`src/rtl/uart_tx_mmio.sv`:
```
// Memory-mapped 8N1 UART transmitter: stores to DATA_ADDR feed a byte FIFO
// that is serialised on TxOut; STATUS_ADDR reads back FIFO/transmitter state.
module uart_tx_mmio #(
  parameter int          CLK_DIV     = 434,
  parameter int          FIFO_DEPTH  = 8,
  parameter logic [9:0]  DATA_ADDR   = 10'h3FE,
  parameter logic [9:0]  STATUS_ADDR = 10'h3FF
) (
  input  logic        Clk,
  input  logic        Rst,
  input  logic [9:0]  Addr,
  input  logic [15:0] WrData,
  input  logic        WrEn,
  output logic [15:0] RdData,
  output logic        TxOut,
  output logic        Busy,
  output logic        FifoFull
);

  localparam int AW = $clog2(FIFO_DEPTH);
  localparam int BW = $clog2(CLK_DIV);

  typedef enum logic [1:0] {S_IDLE, S_START, S_DATA, S_STOP} state_t;

  state_t          r_state;
  state_t          w_state_next;
  logic [BW-1:0]   r_baud;
  logic [2:0]      r_bit;
  logic [7:0]      r_shift;
  logic            r_tx;
  logic [7:0]      r_mem [FIFO_DEPTH];
  logic [AW-1:0]   r_wr_ptr;
  logic [AW-1:0]   r_rd_ptr;
  logic [AW:0]     r_count;
  logic            r_ovf;
  logic [15:0]     r_rd_data;

  logic            w_empty;
  logic            w_full;
  logic            w_push_req;
  logic            w_clr_req;
  logic            w_push;
  logic            w_pop;
  logic            w_baud_tc;
  logic            w_tx_next;
  logic [15:0]     w_status;
  logic            w_unused_hi;

  assign w_empty     = (r_count == '0);
  assign w_full      = (r_count == (AW+1)'(FIFO_DEPTH));
  assign w_push_req  = WrEn && (Addr == DATA_ADDR);
  assign w_clr_req   = WrEn && (Addr == STATUS_ADDR);
  assign w_pop       = (r_state == S_IDLE) && !w_empty;
  // A full FIFO still accepts a byte when the transmitter frees a slot on the same edge.
  assign w_push      = w_push_req && (!w_full || w_pop);
  assign w_baud_tc   = (r_baud == BW'(CLK_DIV - 1));
  assign w_status    = {7'd0, 5'(r_count), r_ovf, Busy, w_full, w_empty};
  assign w_unused_hi = ^WrData[15:8];

  // w_tx_next is the line level for the state being entered, so TxOut is a clean register.
  always_comb begin
    w_state_next = r_state;
    w_tx_next    = 1'b1;
    case (r_state)
      S_IDLE: begin
        if (!w_empty) begin
          w_state_next = S_START;
          w_tx_next    = 1'b0;
        end
      end
      S_START: begin
        w_tx_next = 1'b0;
        if (w_baud_tc) begin
          w_state_next = S_DATA;
          w_tx_next    = r_shift[0];
        end
      end
      S_DATA: begin
        w_tx_next = r_shift[0];
        if (w_baud_tc) begin
          if (r_bit == 3'd7) begin
            w_state_next = S_STOP;
            w_tx_next    = 1'b1;
          end else begin
            w_tx_next = r_shift[1];
          end
        end
      end
      S_STOP: begin
        if (w_baud_tc) w_state_next = S_IDLE;
      end
      default: w_state_next = S_IDLE;
    endcase
  end

  always_ff @(posedge Clk) begin
    if (!Rst) r_state <= S_IDLE;
    else      r_state <= w_state_next;
  end

  always_ff @(posedge Clk) begin
    if (!Rst) begin
      r_baud    <= '0;
      r_bit     <= '0;
      r_shift   <= '0;
      r_tx      <= 1'b1;
      r_wr_ptr  <= '0;
      r_rd_ptr  <= '0;
      r_count   <= '0;
      r_ovf     <= 1'b0;
      r_rd_data <= '0;
    end else begin
      r_tx <= w_tx_next;
      if (w_pop) begin
        r_shift <= r_mem[r_rd_ptr];
        r_baud  <= '0;
        r_bit   <= '0;
      end else if (r_state != S_IDLE) begin
        r_baud <= w_baud_tc ? '0 : r_baud + BW'(1);
        if (r_state == S_DATA && w_baud_tc) begin
          r_bit   <= r_bit + 3'd1;
          r_shift <= r_shift >> 1;
        end
      end
      if (w_push) r_wr_ptr <= r_wr_ptr + AW'(1);
      if (w_pop)  r_rd_ptr <= r_rd_ptr + AW'(1);
      case ({w_push, w_pop})
        2'b10:   r_count <= r_count + (AW+1)'(1);
        2'b01:   r_count <= r_count - (AW+1)'(1);
        default: r_count <= r_count;
      endcase
      if (w_clr_req)                 r_ovf <= 1'b0;
      else if (w_push_req && !w_push) r_ovf <= 1'b1;
      r_rd_data <= (Addr == STATUS_ADDR) ? w_status : 16'h0000;
    end
  end

  always_ff @(posedge Clk) begin
    if (w_push) r_mem[r_wr_ptr] <= WrData[7:0];
  end

  assign RdData   = r_rd_data;
  assign TxOut    = r_tx;
  assign Busy     = (r_state != S_IDLE);
  assign FifoFull = w_full;

endmodule
```
`config.mk`:
```
export PLATFORM = sky130hd
export DESIGN_NAME = uart_tx_mmio
export DESIGN_NICKNAME = d
export VERILOG_FILES = /design/src/rtl/uart_tx_mmio.sv
export SDC_FILE = /design/constraint.sdc
export NUM_CORES = 1
export LEC_CHECK = 0
export BUFFER_PORTS_ARGS = -buffer_cell sky130_fd_sc_hd__buf_2
export CORE_ASPECT_RATIO = 1.75
export CORE_MARGIN = 3
export CORE_UTILIZATION = 35
export DETAILED_ROUTE_END_ITERATION = 10
export GPL_ROUTABILITY_DRIVEN = 0
export GPL_TIMING_DRIVEN = 0
export PLACE_DENSITY = 0.51
export REMOVE_ABC_BUFFERS = 1
export SLEW_MARGIN = 10
export SYNTH_ARGS = -nofsm -noshare
export SYNTH_HDL_FRONTEND = slang
export SYNTH_SLANG_ARGS = --single-unit
```
`constraint.sdc`:
```
create_clock -name Clk -period 3.05 [get_ports Clk]
set_clock_uncertainty 0.15 [all_clocks]
set_input_delay 0.7625 -clock Clk [delete_from_list [all_inputs] [get_ports Clk]]
set_output_delay 0.7625 -clock Clk [all_outputs]
set_load 0.1 [all_outputs]
```
# ---- Word level (Yosys, flattened, before mapping)
# Memory sizes are Yosys's and may differ from the RTL's. A register that Yosys moved wholly into a read port is not among the register bits.
# Index checks and enable logic that the tools add are counted.
dict set report word_totals {
  ff_bits 50
  latchBits 0
  mem_bits_rw 64
  romBits 0
  output_inout_bits 19
  n_memories 1
}
dict set report classes {
  addsub 6
  multipliers 0
  div_mod_pow 0
  n_lt_le_gt_ge 0
  eq_ne 15
  n_shift 0
  muxes 20
  bitwise_logic 1
  n_reduce_logical 22
}
# memory words width read_ports rd_ports_with_merged_regs wr line
set memory_table {}
lappend memory_table {r_mem 8 8 1 1 1 31} ;# logic [7:0] r_mem [FIFO_DEPTH];
# op n
set op_table {}
lappend op_table {{8-bit 2-to-1 mux} 3}
lappend op_table {{10-bit == test (second input constant)} 2}
lappend op_table {{2-bit 2-to-1 mux} 5}
lappend op_table {{2-bit inequality test (second input constant)} 5}
lappend op_table {{3-bit by 1-bit adder with 3-bit output (second input constant)} 3}
lappend op_table {{9-bit by 1-bit adder with 9-bit output (second input constant)} 1}
lappend op_table {{9-bit == test (second input constant)} 1}
lappend op_table {{9-bit 2-to-1 mux} 1}
lappend op_table {{2-bit case mux with 4 select lines} 1}
lappend op_table {{4-bit case mux with 2 select lines} 1}
lappend op_table {{2-bit nonzero test} 4}
lappend op_table {{2-bit == test (second input constant)} 3}
lappend op_table {{1-bit logical AND} 6}
lappend op_table {{1-bit 2-to-1 mux} 6}
lappend op_table {{3-bit 2-to-1 mux} 2}
lappend op_table {{2-bit AND reduction} 3}
lappend op_table {{5-bit AND reduction} 1}
lappend op_table {{4-bit by 1-bit adder with 4-bit output (second input constant)} 1}
lappend op_table {{2-bit by 1-bit == test with 1-bit output (second input constant)} 2}
lappend op_table {{4-bit == test (second input constant)} 1}
lappend op_table {{4-bit logical NOT} 1}
lappend op_table {{2-bit OR reduction} 2}
lappend op_table {{4-bit by 1-bit subtractor with 4-bit output (second input constant)} 1}
lappend op_table {{3-bit == test (second input constant)} 1}
lappend op_table {{other kinds (5)} 7}

# ---- Logic depth before layout (Yosys ltp)
dict set report logic_depth {
  word_depth 7
  ltp_mapped 11
}

# ---- Worst setup path after synthesis
# No wires, ideal clock.
dict set report synth_path {
  path_type {input to register}
  startpoint {in Addr[7]}
  endpoint {reg r_count[3]}
  arrival_ns 2.525
  required_time_ns 2.770
  slack_ns 0.245
  path_stages 9
  n_path_buf 0
  path_cell_list {nand4_1 or4_1 nand2_1 inv_1 ha_1 a21o_1 a21oi_1 nand4b_1 nand4_1}
}
dict set report synth_between {
  elab_chain_cells 5
  elab_cells_between_ends 7
  classes_between {3 x eq/ne; 1 x mux; 3 x reduce/logical}
}
# element line
set synth_rtl {}
lappend synth_rtl {{start, declared} 11} ;# input logic [9:0] Addr,
lappend synth_rtl {{10-bit == test (*)} 51} ;# assign w_push_req = WrEn && (Addr == DATA_ADDR);
lappend synth_rtl {{1-bit logical AND (*)} 51}
lappend synth_rtl {{1-bit logical AND (*)} 55} ;# assign w_push = w_push_req && (!w_full || w_pop);
lappend synth_rtl {{2-bit by 1-bit == test with 1-bit output / 2-bit == test (equally long branches)} 127} ;# case ({w_push, w_pop})
lappend synth_rtl {{4-bit case mux with 2 select lines / 2-bit nonzero test (equally long branches)} n/a}
lappend synth_rtl {{end signal, assigned} 128} ;# 2'b10: r_count <= r_count + (AW+1)'(1);
lappend synth_rtl {{end signal, assigned} 129} ;# 2'b01: r_count <= r_count - (AW+1)'(1);
lappend synth_rtl {{end signal, assigned} 130} ;# default: r_count <= r_count;
lappend synth_rtl {{end, declared} 34} ;# logic [AW:0] r_count;
# Mark *: on every way between the ends. The rest lies on a longest branch, timed or not.
# A chain may end at the register's enable or synchronous reset.

# ---- Worst setup path after layout
dict set report layout_path {
  startpoint {reg r_state[0]}
  endpoint {mem r_mem[4][0] (enable)}
}
dict set report layout_between {
  elab_chain_cells 6
}
# element line
set layout_rtl {}
lappend layout_rtl {{start, declared} 25} ;# state_t r_state;
lappend layout_rtl {{start signal, assigned} 98} ;# else r_state <= w_state_next;
lappend layout_rtl {{2-bit logical NOT} 53} ;# assign w_pop = (r_state == S_IDLE) && !w_empty;
lappend layout_rtl {{1-bit logical AND} 53}
lappend layout_rtl {{1-bit logical OR} 55}
lappend layout_rtl {{1-bit logical AND} 55}
lappend layout_rtl {{1-bit 2-to-1 mux} 139} ;# if (w_push) r_mem[r_wr_ptr] <= WrData[7:0];
lappend layout_rtl {{1-bit 2-to-1 mux (not written as such)} 139}
lappend layout_rtl {{end, declared} 31}
# No other way between the ends.

==> impl_summary.txt <==
----------------------------------------------------
[Run status]
  Status ... complete, no violations

[Placed design]
  Worst slack, placed ... -0.106 ns
  IO Port Bufs ... 31
  DP HPWL ... 6050 um
  Placed Instance Area ... ~0.005 mm2

[Setup path]
  Worst endpoint data arrival time ... about 2.7 ns
  Startpoint class of the critical path ... flop
  Worst setup path start ... r_state[0]
  Crit. End Element ... flop
  Classification of the worst setup path ... flop to flop
  R2r worst-path depth ... 6
  Register-to-Register Setup Slack ... ~0.13 ns
  Critical register-to-register path endpoint ... r_mem[4][0]
  Required @ worst endpoint ... between 2 and 3 ns
  Origin of the critical flop-to-flop path ... r_state[0]
  Top fanout value on the critical path ... 14

[Final layout]
  Area of the multi-input gates ... between 0.0015 and 0.002 mm2
  Synthesis-to-finish area growth ... 12.6%
  Number of nets in the layout ... 414
  Antenna Cells ... 0
  Layout Utilization ... between 40% and 50%
  Filler instances ... about 1200
  Area taken by flip-flops and latches ... 0.00282 mm2
  Share of post-route cells with drive strength above 1 ... slightly below 20%
  Final instance area ... approximately 0.0052 mm2

[Hold path]
  Path type of the worst min-delay path ... flop to flop
  Cells on Worst Hold Path ... 1
  Hold_sp ... r_ovf
  Worst hold endpoint ... RdData[3]

[Drt]
  Number of DRC markers in iteration 0 ... slightly above 90
  Total number of vias ... approximately 2700
  DRT Wirelength ... 8650 um
  Detailed-router iteration count before antenna repair ... 4
  Post-DR vias/cell ... 4.87
  DRC Markers ... 0
  Antenna Nets Post-Route ... 0
  Routed wirelength normalized by instance count ... roughly 16 um

[Floorplanning]
  Floorplan core area ... about 0.013 mm2
  Overall die height ... roughly 160 um
  Number of top-level design ports ... 48
  Standard-cell row count ... between 50 and 60
  Starting utilization of the core area ... roughly 36%
  Die Outline Area ... 0.0148 mm2
  Horizontal extent of the die ... around 93 um

[Synth]
  Leading post-synthesis cells by cell area ... edfxtp_1 (41%), dfxtp_1 (19%), mux4_2 (7.7%), ha_1 (3.8%), mux2i_1 (3.4%)
  Flip-flop and latch count after synthesis ... between 100 and 150
  EDFF count, synth ... 64
  Share of flip-flops with an asynchronous set or reset after synthesis ... 0%
  Dominant register cell in the synthesized netlist ... edfxtp_1
  Number of cells produced by synthesis ... around 340
  Top-count cell post-synth ... edfxtp_1
  Netlist Area Pre-Place ... ~0.0047 mm2
  Mean post-synth cell area ... approximately 14 um2
  Most frequent cells after synthesis ... edfxtp_1 (64), dfxtp_1 (45), nor2_1 (33), nand2_1 (21)
  Synth area leader ... edfxtp_1
  Unique masters post-synth ... between 50 and 60
  Number of warnings issued by yosys ... 0
  Share of the synthesized area in the top cell type ... about 41%
  Share of synthesized area occupied by flip-flops and latches ... around three fifths

[STA]
  Final period util ... around 96%
  Number of failing hold endpoints at the final stage ... 0
  Slew of the pin with the lowest slew margin ... 0.942 ns
  Maximum frequency from static timing analysis ... around 340 MHz
  Final worst setup slack ... approximately 0.13 ns
  Pins Over Slew Limit ... 0
  Setup repair after global routing missed its margin ... true
  Fin crit period ... just under 3 ns
  Setup Viol. Count Final ... 0
  Slew headroom ... between 30% and 40%

[Power]
  Leak Pwr ... 1.84 nW
  Maximum vdd ir drop ... between 200 and 300 uV
  Pwr Density ... around 740 mW/mm2

[Job]
  Max Cap Violations ... 0

[Clock network]
  Post-CTS clock slew at the launch and capture registers of the worst setup and hold paths ... about 0.08 ns
  Htree depth ... 3
  Setup fix buffers added after clock tree synthesis ... 0
  Number of buffers between clock root and the deepest sink ... 2
  Number of CTS-inserted buffers ... 9
  Clock sink total ... 109
  TritonCTS clock tree ... done
  Buffer cell driving the clock tree root ... clkbuf_16
  Clock latency at the later pin of the worst-skew pair ... ~0.35 ns

[Global route]
  Pin count of the biggest net entering global routing ... 34
  First-pass GRT wire length ... 13600 um
  Number of global-route vias before repair ... about 2700
  GRT Util Overall ... 12.2%
  Initial antenna violation count ... 0
  Residual overflow from global routing ... 0

----------------------------------------------------
==> worst max-delay path, cell delays in order, from the launching register on <==
cell      delay, ns
dfxtp_1        0.36
inv_1          0.12
ha_1           0.48
inv_1          0.25
nand2_1        0.18
nand3b_1       0.24
nor2_1         0.76
==> timing repair <==
item,4_1_cts,5_1_grt
hold buffers,0,0
setup endpoints to repair,0,57
resized for setup,0,3
==> power by group <==
| group | internal [W] | switching (W) |
|---|---|---|
| Clock | 0.000630 | 0.000569 |
| Combinational | 0.000334 | 0.000523 |
| Sequential | 0.00166 | 0.000142 |
==> per-stage QoR <==
step                      setup TNS, ns  hold WS, ns  total power (W)  instances
final                                 0        0.323          0.00386        546
after global routing              -2.24        0.351          0.00407        546
after CTS                             0        0.328          0.00391        546
after detailed placement          -4.74        0.308          0.00270        530
after global placement            -8.02        0.299          0.00269        530
after floorplan                       0        0.280          0.00248        328
==> cells by family after synthesis <==
kind of cell / Yosys count / synth area share (%)
adders and majority gates: 15 / 4.19
muxes: 33 / 11.7
DFF: 109 / 60.7
AOI/OAI and AO/OA: 29 / 4.68
buffers and inverters: 36 / 4.25
xor gates and xnor gates: 12 / 2.26
and+or+nand+nor: 109 / 12.2
other: 1 / 0.0806
==> layout make-up <==
cell class / count / share of cell area [%]
Clock buffer: 10 / 4.78
Sequential cell: 109 / 53.9
Clock inverter: 6 / 1.34
Timing Repair Buffer: 31 / 2.96
Inverter: 13 / 0.932
Tap cell: 171 / 4.09
Multi-Input combinational cell: 206 / 32.0
==> worst max path at each step <==
stage                       end  slack [ns]  depth (start not counted)
floorplan           r_mem[0][0]        0.16                          6
global placement    r_mem[0][1]       -0.47                          5
detailed placement   r_count[3]       -0.11                         10
CTS                  r_count[3]        0.03                         10
global route        r_mem[5][0]       -0.08                          6
finish              r_mem[4][0]        0.13                          6
==> routing by layer <==
metal / global-route usage (%) / vias to the layer above / share of wire, %
met2: 22.7 / 26 / 54
met3: 2.27 / 8 / 2.1
met1: 13.7 / 1312 / 42
met4: 4.61 / 0 / 1.4
met5: 0 / - / 0
li1: - / 1315 / -
==> layout by cell type, fill, tap and decap left out, types with 3 or more instances in the layout <==
master,synthesis,layout
edfxtp_1,64,64
dfxtp_1,45,44
nor2_1,33,31
buf_2,5,31
nand2_1,21,21
mux2i_1,16,16
mux4_2,16,16
ha_1,14,14
nand4_1,13,13
nand3_1,13,13
inv_1,11,11
clkbuf_16,0,10
conb_1,1,8
o221ai_1,7,7
nand2b_1,6,6
a21oi_1,6,6
xnor2_1,6,6
xor2_1,6,6
nand4b_1,4,4
and2_1,4,4
o21ai_0,3,3
==> flip-flops by register name, indices dropped and copies added (netlist names), named ones only <==
| name | cells |
|---|---|
| RdData | 8 |
| TxOut | 1 |
| r_baud | 9 |
| r_bit | 3 |
| r_count | 4 |
| r_mem | 64 |
| r_ovf | 1 |
| r_rd_ptr | 3 |
| r_shift | 8 |
| r_state | 2 |
| r_wr_ptr | 3 |
No activity file was read; power rests on OpenSTA's default activity.
